<file path="config.mk">
export PLATFORM = sky130hd
export DESIGN_NAME = cgra_cfg_sequencer
export DESIGN_NICKNAME = d
export VERILOG_FILES = /design/src/rtl/cgra_cfg_sequencer.sv
export SDC_FILE = /design/constraint.sdc
export NUM_CORES = 1
export LEC_CHECK = 0
export BUFFER_PORTS_ARGS = -buffer_cell sky130_fd_sc_hd__clkbuf_2
export CAP_MARGIN = 5
export CORE_MARGIN = 1
export CORE_UTILIZATION = 42
export DETAILED_ROUTE_END_ITERATION = 6
export PLACE_DENSITY = 0.73
export SKIP_CTS_REPAIR_TIMING = 1
export SKIP_LAST_GASP = 1
export SYNTH_ARGS = -nofsm -noshare
export SYNTH_HDL_FRONTEND = slang
export SYNTH_SLANG_ARGS = --single-unit
</file>
<file path="constraint.sdc">
create_clock -name wb_clk_i -period 3.6 [get_ports wb_clk_i]
set_input_delay 0.18 -clock wb_clk_i [delete_from_list [all_inputs] [get_ports wb_clk_i]]
set_output_delay 0.18 -clock wb_clk_i [all_outputs]
set_load 0.01 [all_outputs]
</file>
<file path="src/rtl/cgra_cfg_sequencer.sv">
// CGRA configuration sequencer: queues CSR config writes in a small FIFO and replays each
// as a fixed-length write strobe; turns a level read request into a timed, sampled read.
module cgra_cfg_sequencer #(
  parameter int ADDR_W     = 32,
  parameter int DATA_W     = 32,
  parameter int FIFO_DEPTH = 4,
  parameter int WR_HOLD    = 4,
  parameter int RD_WAIT    = 4
) (
  input  logic                          wb_clk_i,
  input  logic                          wb_rst_ni,
  input  logic [ADDR_W-1:0]             cfg_addr_i,
  input  logic [DATA_W-1:0]             cfg_wdata_i,
  input  logic                          cfg_write_i,
  input  logic                          cfg_read_i,
  input  logic [DATA_W-1:0]             cgra_read_data_i,
  output logic [ADDR_W-1:0]             cgra_cfg_addr_o,
  output logic [DATA_W-1:0]             cgra_cfg_data_o,
  output logic                          cgra_cfg_write_o,
  output logic                          cgra_cfg_read_o,
  output logic [DATA_W-1:0]             rdata_o,
  output logic                          rdata_valid_o,
  output logic                          busy_o,
  output logic                          overflow_o,
  output logic [$clog2(FIFO_DEPTH):0]   fifo_level_o,
  output logic [1:0]                    dbg_state_o
);

  localparam int PTR_W   = $clog2(FIFO_DEPTH);
  localparam int LVL_W   = PTR_W + 1;
  localparam int MAX_CNT = (WR_HOLD > RD_WAIT) ? WR_HOLD : RD_WAIT;
  localparam int CNT_W   = $clog2(MAX_CNT + 1);
  localparam int CMD_W   = ADDR_W + DATA_W;

  localparam logic [1:0] S_IDLE    = 2'd0;
  localparam logic [1:0] S_WR      = 2'd1;
  localparam logic [1:0] S_RD      = 2'd2;
  localparam logic [1:0] S_RD_HOLD = 2'd3;

  logic [CMD_W-1:0]  r_mem [FIFO_DEPTH];
  logic [PTR_W-1:0]  r_wr_ptr;
  logic [PTR_W-1:0]  r_rd_ptr;
  logic [LVL_W-1:0]  r_level;
  logic              r_overflow;
  logic [1:0]        r_state;
  logic [CNT_W-1:0]  r_cnt;
  logic [ADDR_W-1:0] r_addr;
  logic [DATA_W-1:0] r_data;
  logic              r_write;
  logic              r_read;
  logic [DATA_W-1:0] r_rdata;
  logic              r_valid;
  logic              r_read_prev;
  logic              r_read_pend;

  logic              w_full;
  logic              w_pop;
  logic              w_push;
  logic              w_rise;
  logic              w_start_rd;
  logic [CMD_W-1:0]  w_head;

  // Pops only happen from IDLE with data present, so an empty FIFO never pops and a
  // same-cycle push into an empty FIFO simply lands.
  assign w_full     = (r_level == LVL_W'(FIFO_DEPTH));
  assign w_pop      = (r_state == S_IDLE) && (r_level != '0);
  assign w_push     = cfg_write_i && (!w_full || w_pop);
  assign w_rise     = cfg_read_i && !r_read_prev;
  assign w_start_rd = (r_state == S_IDLE) && (r_level == '0) && r_read_pend;
  assign w_head     = r_mem[r_rd_ptr];

  always_ff @(posedge wb_clk_i) begin
    if (w_push) r_mem[r_wr_ptr] <= {cfg_addr_i, cfg_wdata_i};
  end

  always_ff @(posedge wb_clk_i or negedge wb_rst_ni) begin
    if (!wb_rst_ni) begin
      r_wr_ptr   <= '0;
      r_rd_ptr   <= '0;
      r_level    <= '0;
      r_overflow <= 1'b0;
    end else begin
      if (w_push) r_wr_ptr <= r_wr_ptr + PTR_W'(1);
      if (w_pop)  r_rd_ptr <= r_rd_ptr + PTR_W'(1);
      if (w_push && !w_pop)      r_level <= r_level + LVL_W'(1);
      else if (!w_push && w_pop) r_level <= r_level - LVL_W'(1);
      if (cfg_write_i && !w_push) r_overflow <= 1'b1;
    end
  end

  always_ff @(posedge wb_clk_i or negedge wb_rst_ni) begin
    if (!wb_rst_ni) begin
      r_state     <= S_IDLE;
      r_cnt       <= '0;
      r_addr      <= '0;
      r_data      <= '0;
      r_write     <= 1'b0;
      r_read      <= 1'b0;
      r_rdata     <= '0;
      r_valid     <= 1'b0;
      r_read_prev <= 1'b0;
      r_read_pend <= 1'b0;
    end else begin
      r_read_prev <= cfg_read_i;
      r_read_pend <= (r_read_pend & ~w_start_rd) | w_rise;
      case (r_state)
        S_IDLE: begin
          if (w_pop) begin
            r_addr  <= w_head[CMD_W-1:DATA_W];
            r_data  <= w_head[DATA_W-1:0];
            r_write <= 1'b1;
            r_cnt   <= CNT_W'(WR_HOLD - 1);
            r_state <= S_WR;
          end else if (w_start_rd) begin
            r_addr  <= cfg_addr_i;
            r_read  <= 1'b1;
            r_valid <= 1'b0;
            r_cnt   <= CNT_W'(RD_WAIT - 1);
            r_state <= S_RD;
          end
        end
        S_WR: begin
          if (r_cnt == '0) begin
            r_write <= 1'b0;
            r_state <= S_IDLE;
          end else begin
            r_cnt <= r_cnt - CNT_W'(1);
          end
        end
        S_RD: begin
          if (r_cnt == '0) begin
            r_rdata <= cgra_read_data_i;
            r_valid <= 1'b1;
            r_state <= S_RD_HOLD;
          end else begin
            r_cnt <= r_cnt - CNT_W'(1);
          end
        end
        S_RD_HOLD: begin
          // Read enable follows the request level once the data has been sampled.
          if (!cfg_read_i) begin
            r_read  <= 1'b0;
            r_state <= S_IDLE;
          end
        end
        default: r_state <= S_IDLE;
      endcase
    end
  end

  assign cgra_cfg_addr_o  = r_addr;
  assign cgra_cfg_data_o  = r_data;
  assign cgra_cfg_write_o = r_write;
  assign cgra_cfg_read_o  = r_read;
  assign rdata_o          = r_rdata;
  assign rdata_valid_o    = r_valid;
  assign busy_o           = (r_state != S_IDLE) || (r_level != '0) || r_read_pend;
  assign overflow_o       = r_overflow;
  assign fifo_level_o     = r_level;
  assign dbg_state_o      = r_state;

endmodule

</file>
* Word-level counts from Yosys, hierarchy flattened
Memories as Yosys holds them, arrays and structs flattened. Cells that the tools add are included. W data, S select, Z words.
Storage, ports and cells: flip-flop bits (word level) 114, memory bits (writable) 256, bits of input ports 100, output and inout bits 106, word-level logic and storage cells 97, memories kept 1
Memories:
- r_mem | words 4, bits a word 64, read ports 1, clocked after Yosys merged registers in 0, write ports 1, RTL line 40 | logic [CMD_W-1:0] r_mem [FIFO_DEPTH];
Cells by class: add/sub/neg operators 5, eq/ne operators 12, muxes and demuxes 27, bitwise gates (word level) 3, reductions and logical operators 35
Operators with widths (count):
- $mux W32 | 2
- $mux W3 | 5
- $ne A2 B2 Y1 const B | 7
- $reduce_bool A2 Y1 | 7
- $reduce_and A4 Y1 | 3
- $mux W1 | 10
- $mux W2 | 5
- $logic_and A1 B1 Y1 | 8
- $pmux W2 S4 | 1
- $logic_not A3 Y1 | 2
- $pmux W1 S2 | 3
- $pmux W3 S2 | 1
- $reduce_and A2 Y1 | 3
- $reduce_and A3 Y1 | 2
- $sub A3 B1 Y3 const B | 2
- $add A2 B1 Y2 const B | 2
- $eq A2 B2 Y1 const B | 2
- $logic_not A1 Y1 | 4
- $add A3 B1 Y3 const B | 1
- $eq A3 B3 Y1 const B | 1
- $logic_or A1 B1 Y1 | 3
- $ne A3 B3 Y1 const B | 1
- $reduce_bool A3 Y1 | 1
- $eq A2 B1 Y1 const B | 1
- 5 further kinds | 5

* Longest topological paths before layout
Gate-level depths: netlist of the first run.
word-level depth 8, depth in mapped cells 12, depth with buffers taken out 10

* Least setup slack after synthesis of the first run
No wires, ideal clock.
path type flip-flop to flip-flop, start point register r_state[0] (netlist: dbg_state_o[0]), end point memory r_mem[0][0] (netlist bit) (enable), setup time 0.429 ns, data arrival time 2.745 ns, data required time 3.171 ns, setup slack 0.427 ns, cell stages (with the launch flop) 7, buffers on the path 1, period minus slack after synthesis 3.173 ns, path through dfrtp_1 > inv_1 > ha_1 > nor4b_1 > nor2b_1 > clkbuf_1 > and2_1
Between the ends: cells in the longest elaborated chain, start to end 6
RTL lines:
- from (decl) | RTL line 45 | logic [1:0] r_state;
- from (signal assigned) | RTL line 93 | r_state <= S_IDLE;
- from (signal assigned) | RTL line 113 | r_state <= S_WR;
- from (signal assigned) | RTL line 119 | r_state <= S_RD;
- $logic_not A2 Y1 | RTL line 66 | assign w_pop = (r_state == S_IDLE) && (r_level != '0);
- $logic_and A1 B1 Y1 | RTL line 66
- $logic_or A1 B1 Y1 | RTL line 67 | assign w_push = cfg_write_i && (!w_full || w_pop);
- $logic_and A1 B1 Y1 | RTL line 67
- named net w_push | RTL line 58 | logic w_push;
- $mux W1 | RTL line 73 | if (w_push) r_mem[r_wr_ptr] <= {cfg_addr_i, cfg_wdata_i};
- $mux W1 (not written as such) | RTL line 73
- to (decl) | RTL line 40
The timed path passes the listed nets, and every way through them passes these cells.

* Worst setup path in the final report of the first run
start point register r_state[0] (netlist: dbg_state_o[0]), end point memory r_mem[0][25] (netlist bit) (enable)
Between the ends: cells in the longest elaborated chain, start to end 6
RTL lines (RTL line):
- $logic_not A2 Y1 | 66
- $logic_and A1 B1 Y1 | 66
- $logic_or A1 B1 Y1 | 67
- $logic_and A1 B1 Y1 | 67
- $mux W1 | 73
- $mux W1 (not written as such) | 73
No other way between the ends.

==> key figures, run 1 <==
CTS
  – Max clock buf depth: 3
  – TritonCTS Buffers: 38
  – Root buffer cell: clkbuf_16
  – Reg clk slew, reported paths: roughly 50 ps
  – H-tree depth: 2
  – CTS tree: done
  – CTS sink cnt: 370
  – Worst-Skew Late Latency: ~510 ps

Logic synthesis
  – Post-synth cell types: 37
  – Post-Synthesis Cells: around 780
  – Synth Register Bits: 370
  – Synthesized area per cell: ~18 µm²
  – Synthesized Nets: approximately 890
  – Seq/Total Area, Yosys: approximately three quarters
  – Synth Flop Type: edfxtp_1
  – Cell area after synthesis: 0.0140 mm²
  – EDFF count, synth: 256
  – Share of the synthesized area in the top cell type: a little under three fifths
  – Async set-or-reset flop fraction in the synthesized netlist: between 30 and 40%
  – Yosys warnings: 0
  – Top cells by area, synth: edfxtp_1 (55%), dfrtp_1 (20%), mux4_2 (10%)
  – Area leader, netlist: edfxtp_1

Detailed routing
  – DRC viols: 0
  – WL final: about 30000 µm
  – WL per Instance: roughly 19 µm
  – Drt pass-1 iters: 5
  – Initial DRC count: roughly 520
  – Routed vias: about 8000
  – ANT nets after route: 0
  – Via density: slightly above 5

Timing
  – Clk_skew: around 21 ps
  – Final Hold Viols: 0
  – Setup TNS: 0 ps
  – Min Tclk post-route: roughly 2700 ps
  – Slew HR: 33.6%
  – Final slew viol count: 0
  – Max Clock Freq: approximately 0.38 GHz
  – Period utilization: 74.0%
  – Slew @ Worst Pin: 996 ps
  – Setup-failing EPs final: 0
  – RSZ-0062 raised after global routing: no

Global route
  – Tot GR Track Use: roughly 17%
  – Remaining global-route overflow: 0
  – First-pass GRT wire length: approximately 45000 µm
  – Largest net degree at the start of global routing: between 80 and 90
  – Initial antenna violation count: 1
  – Number of global-route vias before repair: ~7900

Floorplanning
  – Initial Util: 42.8%
  – Die area: roughly 0.034 mm²
  – Die X: between 150 and 200 µm
  – Core area: between 0.03 and 0.04 mm²
  – DIE HEIGHT: between 150 and 200 µm
  – I/O pin cnt: 206
  – # rows: between 60 and 70

Setup path
  – Crit-path slowest cell: and2_4
  – Worst-path fanout max: 38
  – Crit path max-delay family: simple AND/OR/NAND/NOR gates
  – Critical path class: reg2reg
  – Worst EP required: 3800 ps
  – Crit path launch type: flip-flop
  – Crit path largest cell delay: roughly 640 ps
  – WP data arrival: around 2900 ps
  – CP Cell Sequence: inv_1 > ha_1 > nor4b_1 > nor2b_1 > and2_4 > buf_12
  – Crit end category: flip-flop
  – Number of buffers and inverters on the critical path: 2

Finish
  – Area growth syn-to-layout: 27.3%
  – Final-layout fill cell count: about 2600
  – FF/Latch Area: ~0.011 mm²
  – Commonest non-fill, non-tap cell in the layout: edfxtp_1
  – Most frequent cells in the layout: edfxtp_1 (256), clkbuf_2 (204), dfrtp_1 (112), nand2_1 (104), dlygate4sd3_1 (99)
  – Post-Layout Cell Count: approximately 1600
  – Nets: 1210
  – Share of cells above drive strength 1: 34.9%
  – Fin area: about 0.018 mm²
  – Multi-input logic area: approximately 0.0032 mm²

Power
  – Leakage power total: a little under 7 nW
  – IR drop worst, VDD: roughly 560 µV
  – Pwr per Cell Area: 845 mW/mm²
  – Final Total Pwr: roughly 15 mW

Placed design
  – Count of input and output buffers: 205
  – DP HPWL: 17800 µm
  – Routability cong.: 0.733
  – Cell Area, Placed: ~0.016 mm²
  – Cells after DPL: between 1000 and 1500

Run status
  – Status: finished clean

Flow run
  – # Max-Cap Violations: 0

Worst hold path
  – Hold WC Path Type: in2async
==> stage by stage <==
step / worst slack, ps / utilization (%) / hold slack [ps]
floorplan: 427 / - / -116
global placement: 1060 / 47.7 / 332
detailed placement: 921 / 47.7 / 329
CTS: 909 / 51.4 / -203
global route: 660 / 54.5 / 378
finish: 938 / 54.5 / 344
==> report_power, final <==
part | switching (mW) | total [mW] | leakage, nW | internal, mW
clock | 1.56 | 3.74 | 0.589 | 2.18
sequential | 0.776 | 6.66 | 3.67 | 5.89
combinational | 2.47 | 4.62 | 2.63 | 2.15
==> routing by layer <==
layer | GRT usage, % | routed length, µm | vias up
li1 | - | - | 3611
met1 | 23.5 | 12800 | 4030
met2 | 28.2 | 14400 | 313
met3 | 4.43 | 2200 | 41
met4 | 4.47 | 462 | 0
met5 | 0 | 0 | -
==> synthesized netlist by cell type, types with 10 or more instances <==
cell type / count
edfxtp_1: 256
dfrtp_1: 114
nand2_1: 104
mux4_2: 64
nor2_1: 36
mux2_2: 34
o22ai_1: 32
nor3_1: 30
clkbuf_1: 15
buf_2: 13
ha_1: 12
inv_1: 12
buf_1: 10
==> area by class of cell <==
type	instances	share of cell area [%]
Antenna cell	1	0.0141
Clock buffer	52	6.05
Inverter	13	0.275
Timing Repair Buffer	321	12.4
Clock inverter	17	0.739
Tap cell	442	3.11
Multi-Input combinational cell	353	18.1
Sequential cell	370	59.3
==> cell families after synthesis <==
logic type      synth area share, %
compound gates                 2.47
xor+xnor                      0.376
fa+ha+maj                      1.22
buf+inv                        1.59
flops                          75.5
mux                            13.3
simple gates                   5.54
==> state kept, by name, indices dropped and copies added, names as in the netlist <==
name              flops
rdata_valid_o         1
cgra_cfg_data_o      32
r_mem               256
cgra_cfg_write_o      1
r_read_pend           1
r_read_prev           1
r_wr_ptr              2
cgra_cfg_read_o       1
cgra_cfg_addr_o      32
rdata_o              32
fifo_level_o          3
r_cnt                 3
overflow_o            1
r_rd_ptr              2
dbg_state_o           2
==> path summary, 6_finish.rpt <==
path	start	end	slack (ps)	depth (start not counted)
max in group asynchronous	wb_rst_ni	rdata_o[9]	2310	3
worst min register to register	r_read_prev	r_read_pend	450	1
worst max register to register	dbg_state_o[0]	r_mem[0][25]	940	6
worst max-delay path	dbg_state_o[0]	r_mem[0][25]	940	6
min in group wb_clk_i	cfg_read_i	r_read_prev	390	2
worst min-delay path	wb_rst_ni	rdata_o[27]	340	2
Power figures use the tool's default switching activity.
==> run 2, diff against run 1 <==
- ABC_AREA: unset -> 1
- PLACE_DENSITY: 0.73 -> 0.72
- clock period: 3.6 -> 2.71 ns (I/O delays scaled with it)
==> key figures, run 2 <==
Finish
  – Share of cells above drive strength 1: between 20% and 30%
  – Top reg by flops: r_mem
  – Most frequent cells in the layout: nand2_1 (450), edfxtp_1 (256), clkbuf_2 (204), nor2_1 (135), dfrtp_1 (112)
  – Nets: between 1500 and 2000
  – Area growth syn-to-layout: 25.9%
  – Commonest non-fill, non-tap cell in the layout: nand2_1
  – Fin area: ~0.019 mm²
  – Number of flip-flops in the largest register: 256

Power
  – Net Switching: 8.05 mW
  – IR drop worst, VDD: around 640 µV
  – Leakage power total: 8.13 nW
  – Combinational power share: between 30% and 40%
  – Pwr per Cell Area: ~1200 mW/mm²
  – Pint: ~14 mW
  – Flop pwr share: approximately two fifths
  – Clk network pwr share: roughly a quarter
  – Switching Share: a little under two fifths
  – Final Total Pwr: approximately 22 mW

Logic synthesis
  – Post-Synthesis Cells: 1327
  – Synth Register Bits: 370
  – Area leader, netlist: edfxtp_1
  – Share of the synthesized area in the top cell type: 51.7%
  – Cell area after synthesis: 0.0149 mm²
  – Seq/Total Area, Yosys: a little under three quarters
  – Synthesized Nets: between 1000 and 1500
  – Yosys warnings: 0
  – Commonest cells post-synth: nand2_1 (450), edfxtp_1 (256), nor2_1 (139)
  – Most frequent cell after synthesis: nand2_1
  – Top cells by area, synth: edfxtp_1 (52%), dfrtp_1 (19%), nand2_1 (11%)
  – Synth Flop Type: edfxtp_1
  – Post-synth cell types: 26
  – EDFF count, synth: approximately 260
  – Async set-or-reset flop fraction in the synthesized netlist: a little under a third
  – Synthesized area per cell: between 10 and 15 µm²

Floorplanning
  – I/O pin cnt: 206
  – Core area: 0.0347 mm²
  – Initial Util: a little over two fifths
  – DIE HEIGHT: around 190 µm
  – Die X: roughly 190 µm
  – # rows: between 60 and 70
  – Die area: approximately 0.036 mm²

Timing
  – Max Clock Freq: ~0.44 GHz
  – Period utilization: between 80% and 90%
  – Setup-failing EPs final: 0
  – Slew HR: about two fifths
  – Final Hold Viols: 0
  – Min Tclk post-route: 2270 ps
  – Clk_skew: around 12 ps
  – Min Hold Slack: around 180 ps
  – Slew @ Worst Pin: around 900 ps
  – Final slew viol count: 0
  – RSZ-0062 raised after global routing: no

Flow run
  – # Max-Cap Violations: 0

Detailed routing
  – WL final: about 34000 µm
  – Initial DRC count: 641
  – ANT nets after route: 0
  – Via density: 4.81
  – DRC viols: 0
  – Drt pass-1 iters: 5
  – Routed vias: a little over 10000
  – WL per Instance: 15.9 µm

CTS
  – CTS sink cnt: 370
  – CTS tree: done
  – Max clock buf depth: 3
  – Reg clk slew, reported paths: approximately 60 ps
  – Worst-Skew Late Latency: between 500 and 600 ps
  – Root buffer cell: clkbuf_16
  – H-tree depth: 2
  – TritonCTS Buffers: 40

Setup path
  – Crit path launch type: flip-flop
  – Crit end category: flip-flop
  – Critical path class: reg2reg
  – Worst EP required: between 3000 and 4000 ps
  – WP data arrival: 2730 ps
  – Worst-path fanout max: 32

Global route
  – Initial antenna violation count: 1
  – Largest net degree at the start of global routing: between 100 and 150
  – First-pass GRT wire length: around 51000 µm
  – Number of global-route vias before repair: 9595
  – Remaining global-route overflow: 0
  – Tot GR Track Use: between 10% and 20%

Placed design
  – Count of input and output buffers: just over 200
  – Cell Area, Placed: about 0.016 mm²
  – Routability cong.: between 0.8 and 0.9
  – DP HPWL: between 15000 and 20000 µm

Worst hold path
  – Hold WC Path Type: in2async

Run status
  – Status: finished clean
## run 2: changes by cell type after synthesis, moves of 54 or more
cell and delta:
mux4_2 -64, nand2_1 +346, nand3_1 +72, inv_1 +54, nor2_1 +103, o21ai_0 +90
## run 2: logic make-up (layout without fill, tap and decap cells)
logic type,Yosys count,after routing,synth area share (%)
simple gates,666,666,17.6
compound gates,107,107,3.63
other cells,0,1,0
xor+xnor,4,4,0.236
flops,370,370,70.9
buf+inv,134,470,4.08
fa+ha+maj,13,13,1.14
mux,33,33,2.50
## run 2: stage by stage
step	instances	utilization (%)	TNS [ps]	setup slack, ps
final	2119	54.0	0	444
after CTS	2019	51.1	0	412
after global routing	2119	54.0	0	206
after detailed placement	1945	47.4	0	425
after floorplan	1327	-	-155000	-605
after global placement	1945	47.4	0	484
## run 2: power groups by stage
stage          registers [mW]  logic (mW)  clock network, mW
2_1_floorplan            8.91        5.01                  0
3_3_place_gp             8.56        7.81                  0
3_5_place_dp             8.60        8.02                  0
4_1_cts                  8.50        8.06               5.37
5_1_grt                  8.68        9.13               5.57
6_report                 8.51        8.04               5.24
## run 2: area by class of cell
type | count | area (µm²)
Clock buffer | 59 | 1180
Clock inverter | 15 | 115
Timing Repair Buffer | 327 | 2300
Antenna cell | 1 | 2.50
Tap cell | 455 | 569
Sequential cell | 370 | 10500
Inverter | 69 | 262
Fill cell | 2969 | 16000
Multi-Input combinational cell | 823 | 3760
## run 2: path summary, 6_finish.rpt
check,end,slack (ps),start,depth (start not counted)
worst max register to register,cgra_cfg_addr_o[12],440,dbg_state_o[0],9
min in group wb_clk_i,r_read_prev,330,cfg_read_i,2
worst min register to register,r_read_pend,450,r_read_prev,1
worst min-delay path,cgra_cfg_addr_o[5],180,wb_rst_ni,2
worst max-delay path,cgra_cfg_addr_o[12],440,dbg_state_o[0],9
max in group asynchronous,rdata_o[9],1770,wb_rst_ni,3
## run 2: critical path, cell delays in order, from the launching register on
cell and delay (ps):
dfrtp_1 410, inv_1 100, ha_1 210, buf_4 160, nand2_2 70, buf_4 250, inv_2 100, nor2_4 630
nand2_1 130, nand2_1 100
## run 2: metal layers
metal | vias up | global-route usage (%) | wire (µm)
li1 | 4999 | - | -
met1 | 4872 | 23.6 | 14000
met4 | 0 | 6.15 | 845
met3 | 59 | 3.25 | 1740
met2 | 268 | 30.9 | 17100
met5 | - | 0 | 0
==> run 3, diff against run 2 <==
- ABC_AREA: 1 -> 0
- PLACE_DENSITY: 0.72 -> 0.75
- clock period: 2.71 -> 1.88 ns (I/O delays scaled with it)
==> key figures, run 3 (same netlist as run 1, synthesis figures left out) <==
Timing
  – Clk_skew: between 10 and 15 ps
  – Final Hold Viols: 0
  – Period utilization: 107%
  – Max Clock Freq: between 0.4 and 0.5 GHz
  – Slew HR: 65.3%
  – Setup-failing EPs final: ~230
  – Min Hold Slack: between 80 and 90 ps
  – RSZ-0062 raised after global routing: yes
  – Slew @ Worst Pin: 520 ps
  – Min Tclk post-route: 2020 ps
  – Setup ws final: -139 ps
  – Final slew viol count: 0

Floorplanning
  – DIE HEIGHT: 184 µm
  – Die area: ~0.034 mm²
  – Initial Util: 42.8%
  – # rows: 66
  – Core area: 0.0326 mm²
  – I/O pin cnt: ~210
  – Die X: around 180 µm

Setup path
  – Crit path from: dbg_state_o[1]
  – Reg2Reg Depth: 9
  – Worst-path fanout max: 9
  – Reg2reg setup slack: -140 ps
  – Crit end category: flip-flop
  – Crit path launch type: flip-flop
  – Critical path class: reg2reg
  – WP data arrival: roughly 2300 ps
  – Crit path to: r_mem[0][19]
  – R2r endpoint: r_mem[0][19]
  – Critical R2R Launch: dbg_state_o[1]
  – Worst EP required: roughly 2200 ps

Placed design
  – Pre-CTS setup slack: -203 ps
  – DP HPWL: about 19000 µm
  – Cell Area, Placed: approximately 0.016 mm²
  – Routability cong.: between 0.7 and 0.8
  – Count of input and output buffers: 205

CTS
  – Max clock buf depth: 3
  – CTS tree: done
  – Reg clk slew, reported paths: 60 ps
  – H-tree depth: 2
  – TritonCTS Buffers: 40
  – Root buffer cell: clkbuf_16
  – CTS sink cnt: between 300 and 400
  – Worst-Skew Late Latency: 520 ps

Run status
  – Status: complete, but fails checks
  – Failing checks: setup timing

Finish
  – Commonest non-fill, non-tap cell in the layout: edfxtp_1
  – Top reg by flops: r_mem
  – Most frequent cells in the layout: edfxtp_1 (256), clkbuf_2 (204), dfrtp_1 (110), nand2_1 (104), dlygate4sd3_1 (99)
  – Ant diodes: 0
  – Share of cells above drive strength 1: ~39%
  – Final-layout fill cell count: roughly 2400
  – Nets: 1277
  – Fin area: ~0.019 mm²
  – Number of flip-flops in the largest register: 256
  – Area growth syn-to-layout: 35.5%

Detailed routing
  – Drt pass-1 iters: 4
  – Via density: between 5 and 6
  – Routed vias: about 8400
  – DRC viols: 0
  – ANT nets after route: 0
  – WL per Instance: 20.4 µm
  – WL final: 33400 µm
  – Initial DRC count: 512

Global route
  – Tot GR Track Use: between 10% and 20%
  – Number of global-route vias before repair: 8070
  – Largest net degree at the start of global routing: 66
  – Initial antenna violation count: 0
  – First-pass GRT wire length: approximately 46000 µm
  – Remaining global-route overflow: 0

Power
  – Flop pwr share: around two fifths
  – Net Switching: around 10 mW
  – Pint: 21.2 mW
  – Leakage power total: around 7.4 nW
  – Combinational power share: 35.8%
  – Pwr per Cell Area: around 1700 mW/mm²
  – Final Total Pwr: roughly 31 mW
  – Switching Share: about a third
  – Clk network pwr share: between 20% and 30%
  – IR drop worst, VDD: 911 µV

Flow run
  – # Max-Cap Violations: 0

Worst hold path
  – Hold WC Path Type: in2async
[run 3: cell count changes in the layout (fill, tap and decap cells not counted), moves of 7 or more]
cell       change
and2_4         +7
buf_12        +17
buf_4         +12
buf_6         +14
clkbuf_16      +9
inv_1         -58
mux4_2        +64
nand2_1      -346
nand3_1       -72
nor2_1        -99
nor3_1        +28
o21ai_0       -90
o21ai_1       -10
o22ai_1       +31
[run 3: worst min-delay path by stage]
stage,endpoint,startpoint,depth (start not counted)
after floorplan,cgra_cfg_addr_o[0],wb_rst_ni,0
after global placement,r_cnt[2],wb_rst_ni,1
after detailed placement,r_cnt[2],wb_rst_ni,1
after CTS,r_wr_ptr[0],wb_rst_ni,1
after global routing,rdata_o[30],wb_rst_ni,2
final,r_cnt[2],wb_rst_ni,2
[run 3: power groups by stage]
stage / clock network (mW) / registers [mW] / logic (mW)
finish: 7.62 / 12.4 / 11.2
global route: 8.07 / 12.6 / 12.1
detailed placement: 0 / 12.5 / 10.3
global placement: 0 / 12.4 / 10.1
floorplan: 0 / 12.8 / 5.77
CTS: 7.79 / 12.4 / 10.4
[run 3: critical path: stages, from the launching register on]
cell and delay, ps:
dfrtp_2 370, inv_2 60, ha_4 190, nor4b_4 280, nor2b_2 100, buf_4 150, buf_8 130, and2_4 180
buf_12 140, clkbuf_16 160
[run 3: final cells by class]
class	count	area (µm²)	share of cell area, %
Clock buffer	55	1120	5.92
Inverter	13	48.8	0.258
Clock inverter	19	164	0.866
Multi-Input combinational cell	356	3300	17.4
Tap cell	442	553	2.92
Sequential cell	370	10600	55.7
Timing Repair Buffer	383	3190	16.8
[run 3: through the flow]
stage / std cells / util [%] / TNS (ps)
floorplan: 776 / - / -24160
global placement: 1438 / 49.5 / -5550
detailed placement: 1438 / 49.5 / -26390
CTS: 1512 / 53.4 / -30680
global route: 1638 / 58.0 / -33300
finish: 1638 / 58.0 / -19090
[run 3: per-layer routing]
| metal | up-vias | routed length [µm] | global-route usage, % |
|---|---|---|---|
| met5 | - | 0 | 0 |
| met4 | 0 | 684 | 5.03 |
| met3 | 50 | 1980 | 4.41 |
| met2 | 299 | 16900 | 30.1 |
| met1 | 4266 | 13900 | 22.8 |
| li1 | 3759 | - | - |
